### src/rtl/val_rdy_skid_pkg.sv
// Shared definitions for the val/rdy skid buffer: the control state
// encoding and the width of the state field.
package val_rdy_skid_pkg;

    localparam int unsigned STATE_W = 2;

    // Number of messages held: EMPTY = none, ONE = head only, FULL = head + skid.
    typedef enum logic [STATE_W-1:0] {
        EMPTY = 2'd0,
        ONE   = 2'd1,
        FULL  = 2'd2
    } state_t;

    // The one encoding the state register must never hold.
    localparam logic [STATE_W-1:0] STATE_ILLEGAL = 2'd3;

endpackage

### src/rtl/val_rdy_skid_buffer_en_data_reg.sv
// Enabled data register without reset. Used for the head (main) and the
// overflow (skid) storage of the skid buffer.
module en_data_reg #(
    parameter int p_nbits = 32
) (
    input  logic               clk,
    input  logic               en,
    input  logic [p_nbits-1:0] d,
    output logic [p_nbits-1:0] q
);

    // Capture d when enabled, otherwise hold.
    // NOTE: data registers are deliberately not reset; only control state is,
    // because out_val already masks whatever stale value sits here.
    always_ff @(posedge clk) begin
        if (en) begin
            q <= d;
        end
    end

endmodule

### src/rtl/val_rdy_skid_buffer.sv
// Two-entry val/rdy skid buffer. Registers both the data path and the ready
// path: in_rdy and out_val come only from registered state (and reset), so
// no combinational path runs from out_rdy to in_rdy. Sustains one message
// per cycle; absorbs exactly one extra message when the consumer stalls.
module val_rdy_skid_buffer
    import val_rdy_skid_pkg::*;
#(
    parameter int p_nbits = 32
) (
    input  logic               clk,
    input  logic               reset,
    input  logic               in_val,
    output logic               in_rdy,
    input  logic [p_nbits-1:0] in_msg,
    output logic               out_val,
    input  logic               out_rdy,
    output logic [p_nbits-1:0] out_msg
);

    state_t             state_q;
    logic               in_f;
    logic               out_f;
    logic               main_en;
    logic               skid_en;
    logic               main_sel_skid;
    logic [p_nbits-1:0] main_d;
    logic [p_nbits-1:0] main_q;
    logic [p_nbits-1:0] skid_q;

    // Handshake outputs depend only on registered state and reset.
    assign in_rdy  = !reset && (state_q != FULL);
    assign out_val = !reset && (state_q != EMPTY);

    assign in_f  = in_val  && in_rdy;
    assign out_f = out_val && out_rdy;

    // Register enables and head-input select derived from state and fires.
    always_comb begin
        // NOTE: every output of this block gets a default first so that no
        // path through the case can leave a latch behind.
        main_en       = 1'b0;
        skid_en       = 1'b0;
        main_sel_skid = (state_q == FULL);
        unique case (state_q)
            EMPTY: main_en = in_f;
            ONE: begin
                main_en = in_f && out_f;
                skid_en = in_f && !out_f;
            end
            FULL:    main_en = out_f;
            default: ;
        endcase
    end

    // Head refills from the skid register when draining from FULL.
    assign main_d = main_sel_skid ? skid_q : in_msg;

    // Control FSM: occupancy tracking with synchronous reset.
    // NOTE: sequential state is updated with non-blocking assignments only,
    // so every register samples pre-edge values regardless of block order.
    always_ff @(posedge clk) begin
        if (reset) begin
            state_q <= EMPTY;
        end else begin
            unique case (state_q)
                EMPTY: if (in_f) state_q <= ONE;
                ONE: begin
                    if (in_f && !out_f)      state_q <= FULL;
                    else if (!in_f && out_f) state_q <= EMPTY;
                end
                FULL:    if (out_f) state_q <= ONE;
                default: state_q <= EMPTY;
            endcase
        end
    end

    en_data_reg #(.p_nbits(p_nbits)) u_main_reg (
        .clk (clk),
        .en  (main_en),
        .d   (main_d),
        .q   (main_q)
    );

    en_data_reg #(.p_nbits(p_nbits)) u_skid_reg (
        .clk (clk),
        .en  (skid_en),
        .d   (in_msg),
        .q   (skid_q)
    );

    assign out_msg = main_q;

`ifndef SYNTHESIS
    logic [STATE_W-1:0] state_bits;
    assign state_bits = state_q;

    // Handshake controls from neighbours must be known outside reset.
    a_ctrl_known: assert property (@(posedge clk) disable iff (reset)
        !$isunknown({in_val, out_rdy}));

    // The unused state encoding must never be reached.
    a_state_legal: assert property (@(posedge clk) disable iff (reset)
        state_bits != STATE_ILLEGAL);

    // A producer that is stalled must keep offering the same message.
    a_in_hold: assert property (@(posedge clk) disable iff (reset)
        (in_val && !in_rdy) |=> (in_val && $stable(in_msg)));
`endif

endmodule

### config.mk
export PLATFORM = sky130hd
export DESIGN_NAME = val_rdy_skid_buffer
export DESIGN_NICKNAME = d
export VERILOG_FILES = /design/src/rtl/val_rdy_skid_pkg.sv /design/src/rtl/val_rdy_skid_buffer_en_data_reg.sv /design/src/rtl/val_rdy_skid_buffer.sv
export SDC_FILE = /design/constraint.sdc
export NUM_CORES = 1
export LEC_CHECK = 0
export BUFFER_PORTS_ARGS = -buffer_cell sky130_fd_sc_hd__buf_2
export CORE_UTILIZATION = 55
export CTS_CLUSTER_SIZE = 28
export DETAILED_ROUTE_END_ITERATION = 10
export HOLD_SLACK_MARGIN = 0.08
export MAX_ROUTING_LAYER = met4
export PLACE_DENSITY = 0.83
export SYNTH_ARGS = -nofsm -noshare
export SYNTH_HDL_FRONTEND = slang
export SYNTH_SLANG_ARGS = --single-unit
### constraint.sdc
create_clock -name clk -period 6.3 [get_ports clk]
set_input_delay 0.315 -clock clk [delete_from_list [all_inputs] [get_ports clk]]
set_output_delay 0.315 -clock clk [all_outputs]
set_load 0.03 [all_outputs]
# Word-level counts from Yosys, hierarchy flattened
# Index checks and enable logic that the tools add are counted.
dict set report op_classes {
  reduce_logical 13
  bitwise 0
  order_cmp 0
  mul 0
  add_sub_neg 0
  eq_ne 6
  n_shift 0
  muxes 8
  div 0
}
# cell count
set ops {}
lappend ops {{$mux 32} 1}
lappend ops {{$mux 2} 4}
lappend ops {{$logic_and 1x1->1} 7}
lappend ops {{$ne 2x2->1 const B} 3}
lappend ops {{$pmux 2 s3} 1}
lappend ops {{$logic_not 1->1} 3}
lappend ops {{$ne 3x3->1 const B} 1}
lappend ops {{$pmux 1 s3} 1}
lappend ops {{$reduce_and 3->1} 1}
lappend ops {{$eq 2x1->1 const B} 1}
lappend ops {{$eq 2x2->1 const B} 1}
lappend ops {{$logic_not 2->1} 1}
lappend ops {{$reduce_bool 2->1} 1}
lappend ops {{$mux 1} 1}
dict set report totals {
  word_cells 30
  inputBits 36
  latch_bits 0
  rom_bits 0
  ram_bits 0
  ff_bits 66
  mem_count 0
}

# Depth between registers and ports, before layout
# Gate-level depths: netlist of run 1.
dict set report logic_depth {
  ltp_word 8
  ltp_mapped 9
  depth_no_buf 7
}

# Hierarchy
# From an unflattened synthesis of run 1, not the netlist that was laid out.
dict set report hier_totals {
  hier_cells 193
  hier_area_um2 2549.9
}
# module cells_per_inst area_per_inst_um2 n_inst
set by_module_without_submodules {}
lappend by_module_without_submodules {en_data_reg 32 960.9 2}
lappend by_module_without_submodules {val_rdy_skid_buffer 129 628.1 1}

# Worst setup path after synthesis of run 1
# Ideal clock, no wire load.
dict set report synth_path {
  kind {reg-to-reg}
  start {register state_q[1]}
  end {register u_main_reg.q[0] (enable)}
  synth_period_minus_slack_ns 3.541
  slack_ns 2.759
  path_buffers 1
  arrival_time_ns 3.108
  required_ns 5.867
  stages_incl_launch_ff 8
  cell_sequence {dfxtp_1 > nor2b_1 > buf_4 > nor2_1 > and2_1 > ha_1 > a21oi_1 > o22ai_1}
}
dict set report synth_between {
  elab_chain_cells 5
  elab_cells_between_ends 11
  cone_classes {eq/ne: 3; mux: 1; reduce/logical: 7}
}
# element line
set synth_lines {}
lappend synth_lines {{start: declaration} val_rdy_skid_buffer.sv:20} ;# state_t state_q;
lappend synth_lines {{start signal: assignment} val_rdy_skid_buffer.sv:63} ;# state_q <= EMPTY;
lappend synth_lines {{start signal: assignment} val_rdy_skid_buffer.sv:66} ;# EMPTY: if (in_f) state_q <= ONE;
lappend synth_lines {{start signal: assignment} val_rdy_skid_buffer.sv:68} ;# if (in_f && !out_f) state_q <= FULL;
lappend synth_lines {{$ne 2x2->1 (*)} val_rdy_skid_buffer.sv:31} ;# assign in_rdy = !reset && (state_q != FULL);
lappend synth_lines {{$logic_and 1x1->1 (*)} val_rdy_skid_buffer.sv:31}
lappend synth_lines {{named net in_rdy} val_rdy_skid_buffer.sv:13} ;# output logic in_rdy,
lappend synth_lines {{$logic_and 1x1->1 (*)} val_rdy_skid_buffer.sv:34} ;# assign in_f = in_val && in_rdy;
lappend synth_lines {{$logic_and 1x1->1} val_rdy_skid_buffer.sv:47} ;# main_en = in_f && out_f;
lappend synth_lines {{$pmux 1 s3 (*)} val_rdy_skid_buffer.sv:44} ;# unique case (state_q)
lappend synth_lines {{named net main_en} val_rdy_skid_buffer.sv:23} ;# logic main_en;
lappend synth_lines {{end signal: assignment} val_rdy_skid_buffer_en_data_reg.sv:17} ;# q <= d;
lappend synth_lines {{end: declaration} val_rdy_skid_buffer_en_data_reg.sv:9} ;# output logic [p_nbits-1:0] q
# Mark *: on every way through the listed nets, which the timed path passes. The rest lies on a longest branch.
# A chain may end at the register's enable or synchronous reset.

# Worst setup path after layout of run 1
dict set report layout_path {
  start {register state_q[1]}
  end {register u_main_reg.q[7] (enable)}
}
dict set report layout_between {
  elab_chain_cells 5
  elab_cells_between_ends 11
  cone_classes {eq/ne: 3; mux: 1; reduce/logical: 7}
}
# element line
set layout_lines {}
lappend layout_lines {{$ne 2x2->1 or $reduce_bool 2->1 (tied branches)} {val_rdy_skid_buffer.sv:31, val_rdy_skid_buffer.sv:32}}
lappend layout_lines {{$logic_and 1x1->1 (on tied branches)} {val_rdy_skid_buffer.sv:31, val_rdy_skid_buffer.sv:32}}
lappend layout_lines {{$logic_and 1x1->1 (on tied branches)} {val_rdy_skid_buffer.sv:34, val_rdy_skid_buffer.sv:35}}
lappend layout_lines {{$logic_and 1x1->1} val_rdy_skid_buffer.sv:47}
lappend layout_lines {{$pmux 1 s3 (*)} val_rdy_skid_buffer.sv:44}
lappend layout_lines {{named net main_en} val_rdy_skid_buffer.sv:23}
# Marks and branches as above.

==> results of run 1 <==
==> power by group <==
group	leakage, nW	switching (mW)	internal, mW	total [mW]
Clock	0.0776	0.141	0.135	0.276
Combinational	0.598	0.0498	0.0230	0.0728
Sequential	0.604	0.00495	0.502	0.507
Total	1.28	0.196	0.660	0.856
==> critical path, cell delays in order, from the launching register on <==
cell	delay [ns]
dfxtp_1	0.53
nor2b_2	1.04
nor2_1	0.11
and2_1	0.23
ha_1	0.19
a21oi_1	0.26
o22ai_4	0.34
==> state kept, by name, summed over array words and instances (netlist names) <==
register,cells
u_main_reg.q,32
u_skid_reg.q,32
state_q,2
==> layout make-up <==
cell class                      instances  area, um2  share of cell area, %
Clock inverter                          6       23.8                  0.779
Multi-Input combinational cell        117        517                   16.9
Sequential cell                        66       1960                   64.3
Tap cell                               52       65.1                   2.13
Inverter                                1       3.75                  0.123
Timing Repair Buffer                   70        353                   11.6
Clock buffer                           10        128                   4.18
==> path summary, 6_finish.rpt <==
kind / start / end / cells after the start
max: state_q[1]$_SDFFE_PP0P_ / u_main_reg.q[7]$_DFFE_PP_ / 6
min reg2reg: u_skid_reg.q[30]$_DFFE_PP_ / u_main_reg.q[30]$_DFFE_PP_ / 2
max reg2reg: state_q[1]$_SDFFE_PP0P_ / u_main_reg.q[7]$_DFFE_PP_ / 6
min: in_msg[15] / u_skid_reg.q[15]$_DFFE_PP_ / 1
==> synthesized netlist by cell type <==
master    count
nand2_1      97
edfxtp_1     64
buf_6         7
nor2_1        6
nand2b_1      3
a211oi_1      2
dfxtp_1       2
ha_1          2
nor2b_1       2
a21oi_1       1
and2_1        1
buf_2         1
buf_4         1
inv_1         1
nor3b_1       1
o22ai_1       1
o32a_1        1
==> per-stage QoR <==
step / util (%) / cells / hold slack, ns / cell area [um2]
floorplan: - / 193 / 0.387 / 2550
global placement: 65.7 / 306 / 0.488 / 2900
detailed placement: 65.7 / 306 / 0.494 / 2900
CTS: 69.1 / 322 / 0.168 / 3050
global route: 69.1 / 322 / 0.167 / 3050
finish: 69.1 / 322 / 0.181 / 3050
==> cells by family after synthesis <==
logic type / count (synthesis) / share of synthesized area [%]
AOI/OAI and AO/OA: 5 / 1.42
adders and majority gates: 2 / 0.981
buffers and inverters: 10 / 3.73
DFF: 66 / 76.9
and+or+nand+nor: 110 / 16.9
==> routing by layer <==
layer | track usage (%) | up-vias | share of wire [%]
met4 | 11.3 | 0 | 2.3
met3 | 4.62 | 11 | 5.0
li1 | - | 798 | -
met1 | 22.5 | 711 | 41
met2 | 32.3 | 53 | 51
met5 | - | - | 0
==> flow_metrics.tcl, run 1 <==
set metrics [dict create \
    clk_pin_slew_ns 0.07 \
    hold_class "in -> reg" \
    wire_per_inst_um 13.3 \
    hold_buffers 0 \
    gp_congestion 0.826 \
    grt_overflow 0 \
    cts_tree "built" \
    drtIter0Drc 89 \
    synthCells 193 \
    yosysUniqueCellTypes 17 \
    cts_buffers 9 \
    power_leakage_nw 1.28 \
    power.total_uw 856 \
    setup_viol 0 \
    path_max_fanout 33 \
    grt_setup_unrepaired "false" \
    rows 24 \
    post-place-ws_ns 3.18 \
    critPathLaunchType "register" \
    cap_violations 0 \
    cp.arrival_ns 3.06 \
    criticalPathCategory "reg -> reg" \
    n_fill_cell 308 \
    synth_area_leaders "edfxtp_1 (75%), nand2_1 (14%), buf_6 (3.1%)" \
    ys_seq_elements 66 \
    antenna_found_initial 0 \
    tightest_slew_ns 1.23 \
    ff2ff_setup_slack_ns 3.21 \
    crit_required_ns 6.27 \
    start_util_pct 57.8 \
    clockBufferDepth 2 \
    cts_root_buffer "clkbuf_8" \
    status "completed" \
    syn_to_final_growth_pct 19.7 \
    dieArea_um2 4910 \
    grt_pass1_wl_um 7020 \
    peakVddDrop_mv 0.167 \
    min_period_over_period_pct 49.1 \
    h-tree-depth 3 \
    core_area_um2 4410 \
    netlist_area_um2 2550 \
    drive_gt1_share_pct 30.7 \
    syn-num-nets 231 \
    skew_ns 0.00558 \
    grt_usage_pct 19.8 \
    grt_max_degree 34 \
    grt_pass1_vias 1551 \
    clk_latency_ns 0.32 \
    routed_wl_um 4290 \
    hpwl_um 2840 \
    final_cell_mix "nand2_1 (97), buf_2 (69), edfxtp_1 (64), clkbuf_8 (9)" \
    fp.dieW_um 70.1 \
    vias 1573 \
    die_h_um 70.1 \
    synth-seq-area-share_pct 76.9 \
    ant_nets 0 \
    finalSetupTns_ns 0 \
    worst_setup_path_end_kind "register" \
    final_common_cell "nand2_1" \
    cts_resized 0 \
    nets 303 \
    synth.top_cell.area_share_pct 75.4 \
    slew_violations 0 \
    slew_headroom_pct 17.7 \
    io_pins 70 \
    fin_ws_ns 3.21 \
    drt-vias-per-instance 4.89 \
    fin_crit_ns 3.09 \
    post_cts_buffers 0 \
    ys_warn_count 0 \
    port_buffers 69 \
    syn_area_per_cell_um2 13.2 \
    p_per_area_nw_per_um2 280 \
    diodes 0 \
    drc_errors 0 \
    cts_sinks 66 \
    clock.fmax_mhz 323 \
    yosys.area.top_type "edfxtp_1" \
    drt_pre_antenna_iters 4 \
    hold_violations 0 \
]
(Power assumes the default switching activity.)
==> run 2, diff against run 1 <==
Settings changed: CORE_UTILIZATION 55 to 51, PLACE_DENSITY 0.83 to 0.78.
Clock period 6.3 ns to 3.1 ns, I/O delays scaled along.
==> flow_metrics.tcl, run 2 (synthesis gave the netlist of run 1 again) <==
set metrics [dict create \
    drtIter0Drc 123 \
    drc_errors 0 \
    final_common_cell "nand2_1" \
    critPathLaunchType "register" \
    grt_pass1_wl_um 7480 \
    cts_resized 0 \
    setup_viol 0 \
    final_cell_mix "nand2_1 (97), buf_2 (69), edfxtp_1 (64), dlygate4sd3_1 (33), clkbuf_8 (9)" \
    power_leakage_nw 1.44 \
    reg.largest.list "u_main_reg.q (32), u_skid_reg.q (32), state_q (2)" \
    vias 1743 \
    wire_per_inst_um 12.7 \
    hold_ws_ns 0.133 \
    fin_crit_ns 2.35 \
    cap_violations 0 \
    cts_sinks 66 \
    peakVddDrop_mv 0.322 \
    drive_gt1_share_pct 28.2 \
    status "completed" \
    cts_buffers 9 \
    dieArea_um2 5290 \
    diodes 0 \
    criticalPathCategory "reg -> reg" \
    cts_root_buffer "clkbuf_8" \
    drt_pre_antenna_iters 4 \
    clock.fmax_mhz 425 \
    n_fill_cell 322 \
    h-tree-depth 3 \
    grt_max_degree 34 \
    grt_setup_unrepaired "false" \
    antenna_found_initial 0 \
    ant_nets 0 \
    skew_ns 0.00377 \
    fp.dieW_um 72.7 \
    cts_tree "built" \
    clk_pin_slew_ns 0.07 \
    finalSetupTns_ns 0 \
    gp_congestion 0.732 \
    hold_violations 0 \
    seq_area_um2 1960 \
    syn_to_final_growth_pct 35.0 \
    clk_latency_ns 0.33 \
    hold_class "in -> reg" \
    grt_usage_pct 20.4 \
    multi_input_area_um2 517 \
    nets 338 \
    drt-vias-per-instance 4.69 \
    clockBufferDepth 2 \
    min_period_over_period_pct 75.9 \
    grt_overflow 0 \
    die_h_um 72.7 \
    core_area_um2 4750 \
    grt_pass1_vias 1706 \
    routed_wl_um 4720 \
    cp.arrival_ns 2.30 \
    start_util_pct 53.6 \
    hpwl_um 2930 \
    port_buffers 69 \
    rows 25 \
    crit_required_ns 3.05 \
    worst_setup_path_end_kind "register" \
    p_per_area_nw_per_um2 544 \
    path_max_fanout 32 \
    io_pins 70 \
    slew_violations 0 \
    slew_headroom_pct 32.5 \
    power.total_mw 1.87 \
    tightest_slew_ns 1.01 \
]
[run 2: path summary, 6_finish.rpt]
| path | start | to | slack [ns] | cells past startpoint |
|---|---|---|---|---|
| worst min-delay path | out_rdy | state_q[0]$_SDFFE_PP0P_ | 0.13 | 3 |
| worst min register to register | u_skid_reg.q[16]$_DFFE_PP_ | u_main_reg.q[16]$_DFFE_PP_ | 0.51 | 2 |
| worst max register to register | state_q[1]$_SDFFE_PP0P_ | u_main_reg.q[23]$_DFFE_PP_ | 0.75 | 6 |
| worst max-delay path | state_q[1]$_SDFFE_PP0P_ | u_main_reg.q[23]$_DFFE_PP_ | 0.75 | 6 |
[run 2: layer usage]
layer	routed length (um)	up-vias	share of wire (%)	track usage, %
li1	-	872	-	-
met1	2010	799	43	24.4
met2	2350	64	50	31.8
met3	275	8	5.8	6.49
met4	81	0	1.7	9.15
met5	0	-	0	-
[run 2: final cells by class]
class / count / area share (%)
inverter: 1 / 0.109
timing repair buffer: 105 / 20.3
tap: 67 / 2.44
multi-input combinational: 117 / 15.0
clock inverter: 4 / 1.24
sequential: 66 / 57.0
clock buffer: 12 / 3.93
[run 2: critical path, cell delays in order (launching register included)]
cell	delay [ns]
dfxtp_1	0.41
nor2b_2	0.21
nor2_1	0.12
and2_1	0.17
ha_1	0.16
a21oi_1	0.10
o22ai_4	0.77
[run 2: power breakdown]
| part | internal, mW | switching [mW] | total (mW) |
|---|---|---|---|
| combinational | 0.0747 | 0.108 | 0.183 |
| clock | 0.366 | 0.296 | 0.662 |
| sequential | 1.02 | 0.00994 | 1.03 |
[run 2: what timing repair did]
action,CTS,global route
endpoints found under the hold margin,34,0
hold buffers,33,0
buffers inserted,0,0
[run 2: stage by stage]
stage	std cells	instance area (um2)	setup slack, ns	util (%)
after floorplan	193	2560	0.301	-
after global placement	323	2930	0.819	61.7
after detailed placement	323	2930	0.728	61.7
after CTS	372	3440	0.691	72.4
after global routing	372	3440	0.581	72.4
final	372	3440	0.746	72.4
==> run 3, diff against run 2 <==
Settings changed: CORE_UTILIZATION 51 to 46, PLACE_DENSITY 0.78 to 0.74.
Clock period 3.1 ns to 1.9 ns, I/O delays scaled along.
==> flow_metrics.tcl, run 3 (synthesis gave the netlist of run 1 again) <==
set metrics [dict create \
    cts_sinks 66 \
    clk_latency_ns 0.33 \
    io_pins 70 \
    slew_violations 0 \
    gp_congestion 0.764 \
    grt_max_degree 33 \
    drtIter0Drc 75 \
    crit_start "reset" \
    min_from "in_val" \
    critPathLaunchType "input port" \
    nets 342 \
    final_cell_mix "nand2_1 (96), buf_2 (69), edfxtp_1 (64), dlygate4sd3_1 (34), clkbuf_8 (9)" \
    peakVddDrop_mv 0.487 \
    h-tree-depth 3 \
    post_cts_buffers 0 \
    power_leakage_nw 1.47 \
    n_fill_cell 397 \
    status "completed" \
    routed_wl_um 4770 \
    hpwl_um 2950 \
    rows 26 \
    clock.fmax_mhz 561 \
    cts_tree "built" \
    grt_setup_unrepaired "false" \
    cap_violations 0 \
    syn_to_final_growth_pct 38.6 \
    post-place-ws_ns 0.0967 \
    ant_nets 0 \
    r2r_start "state_q[1]$_SDFFE_PP0P_" \
    p_per_area_nw_per_um2 860 \
    grt_usage_pct 17.8 \
    drc_errors 0 \
    drive_gt1_share_pct 31.2 \
    dieArea_um2 5850 \
    drt_pre_antenna_iters 4 \
    reg.largest.list "u_main_reg.q (32), u_skid_reg.q (32), state_q (2)" \
    path_max_fanout 32 \
    core_area_um2 5240 \
    criticalPathCategory "in -> reg" \
    slew_headroom_pct 76.6 \
    port_buffers 69 \
    start_util_pct 48.7 \
    antenna_found_initial 0 \
    final_common_cell "nand2_1" \
    grt_pass1_vias 1666 \
    hold_violations 0 \
    fin_crit_ns 1.78 \
    clockBufferDepth 2 \
    vias 1768 \
    worst_setup_path_end_kind "register" \
    finalSetupTns_ns 0 \
    setup_viol 0 \
    min_period_over_period_pct 93.9 \
    cts_root_buffer "clkbuf_8" \
    fin_ws_ns 0.116 \
    grt_pass1_wl_um 7570 \
    skew_ns 0.00855 \
    clk_pin_slew_ns 0.06 \
    diodes 0 \
    fp.dieW_um 76.5 \
    wire_per_inst_um 12.6 \
    die_h_um 76.5 \
    tightest_slew_ns 0.351 \
    cp.arrival_ns 1.80 \
    hold_class "in -> reg" \
    cts_buffers 9 \
    drt-vias-per-instance 4.68 \
    seq_area_um2 1970 \
    crit_required_ns 1.92 \
    multi_input_area_um2 546 \
    grt_overflow 0 \
]
[run 3: path summary, 6_finish.rpt]
| check | end | slack (ns) | cells past startpoint |
|---|---|---|---|
| worst max register to register | u_skid_reg.q[29]$_DFFE_PP_ | 0.19 | 7 |
| worst min register to register | u_main_reg.q[10]$_DFFE_PP_ | 0.51 | 2 |
| worst min-delay path | state_q[0]$_SDFFE_PP0P_ | 0.34 | 4 |
| worst max-delay path | u_main_reg.q[6]$_DFFE_PP_ | 0.12 | 8 |
[run 3: timing repair]
action | in CTS | in global routing
resized for setup | 0 | 1
hold buffers | 34 | 0
endpoints found under the setup margin | 0 | 10
hold endpoints to repair | 66 | 0
[run 3: area by class of cell]
cell class | instances | area share [%]
Clock inverter | 5 | 1.31
Clock buffer | 10 | 3.61
Timing Repair Buffer | 109 | 21.4
Tap cell | 70 | 2.48
Inverter | 1 | 0.106
Multi-Input combinational cell | 117 | 15.4
Sequential cell | 66 | 55.7
[run 3: critical path: stages]
cell,delay [ns]
dlygate4sd3_1,0.52
buf_2,0.16
nand2b_1,0.21
nor2_1,0.23
ha_4,0.17
a21oi_2,0.06
o22ai_4,0.12
buf_12,0.22
[run 3: routing by layer]
metal	global-route usage (%)	wire length, um	vias to the layer above
met1	20.9	2120	816
li1	-	-	874
met4	10.0	151	0
met5	-	0	-
met3	5.39	239	14
met2	27.3	2250	64
[run 3: per-stage QoR]
| stage | hold slack [ns] | cell area (um2) | total power, mW | instances | utilization [%] |
|---|---|---|---|---|---|
| 4_1_cts | 0.341 | 3530 | 3.07 | 378 | 67.4 |
| 3_3_place_gp | 0.288 | 3020 | 1.96 | 329 | 57.6 |
| 3_5_place_dp | 0.290 | 3020 | 1.97 | 329 | 57.6 |
| 6_report | 0.339 | 3530 | 3.04 | 378 | 67.5 |
| 2_1_floorplan | 0.158 | 2600 | 1.87 | 193 | - |
| 5_1_grt | 0.385 | 3530 | 3.15 | 378 | 67.5 |
[run 3: power breakdown]
part / leakage (nW) / total, mW / switching [mW] / internal (mW)
clock network: 0.0886 / 1.04 / 0.462 / 0.583
registers: 0.605 / 1.68 / 0.0185 / 1.66
logic: 0.774 / 0.313 / 0.179 / 0.134
total: 1.47 / 3.04 / 0.659 / 2.38
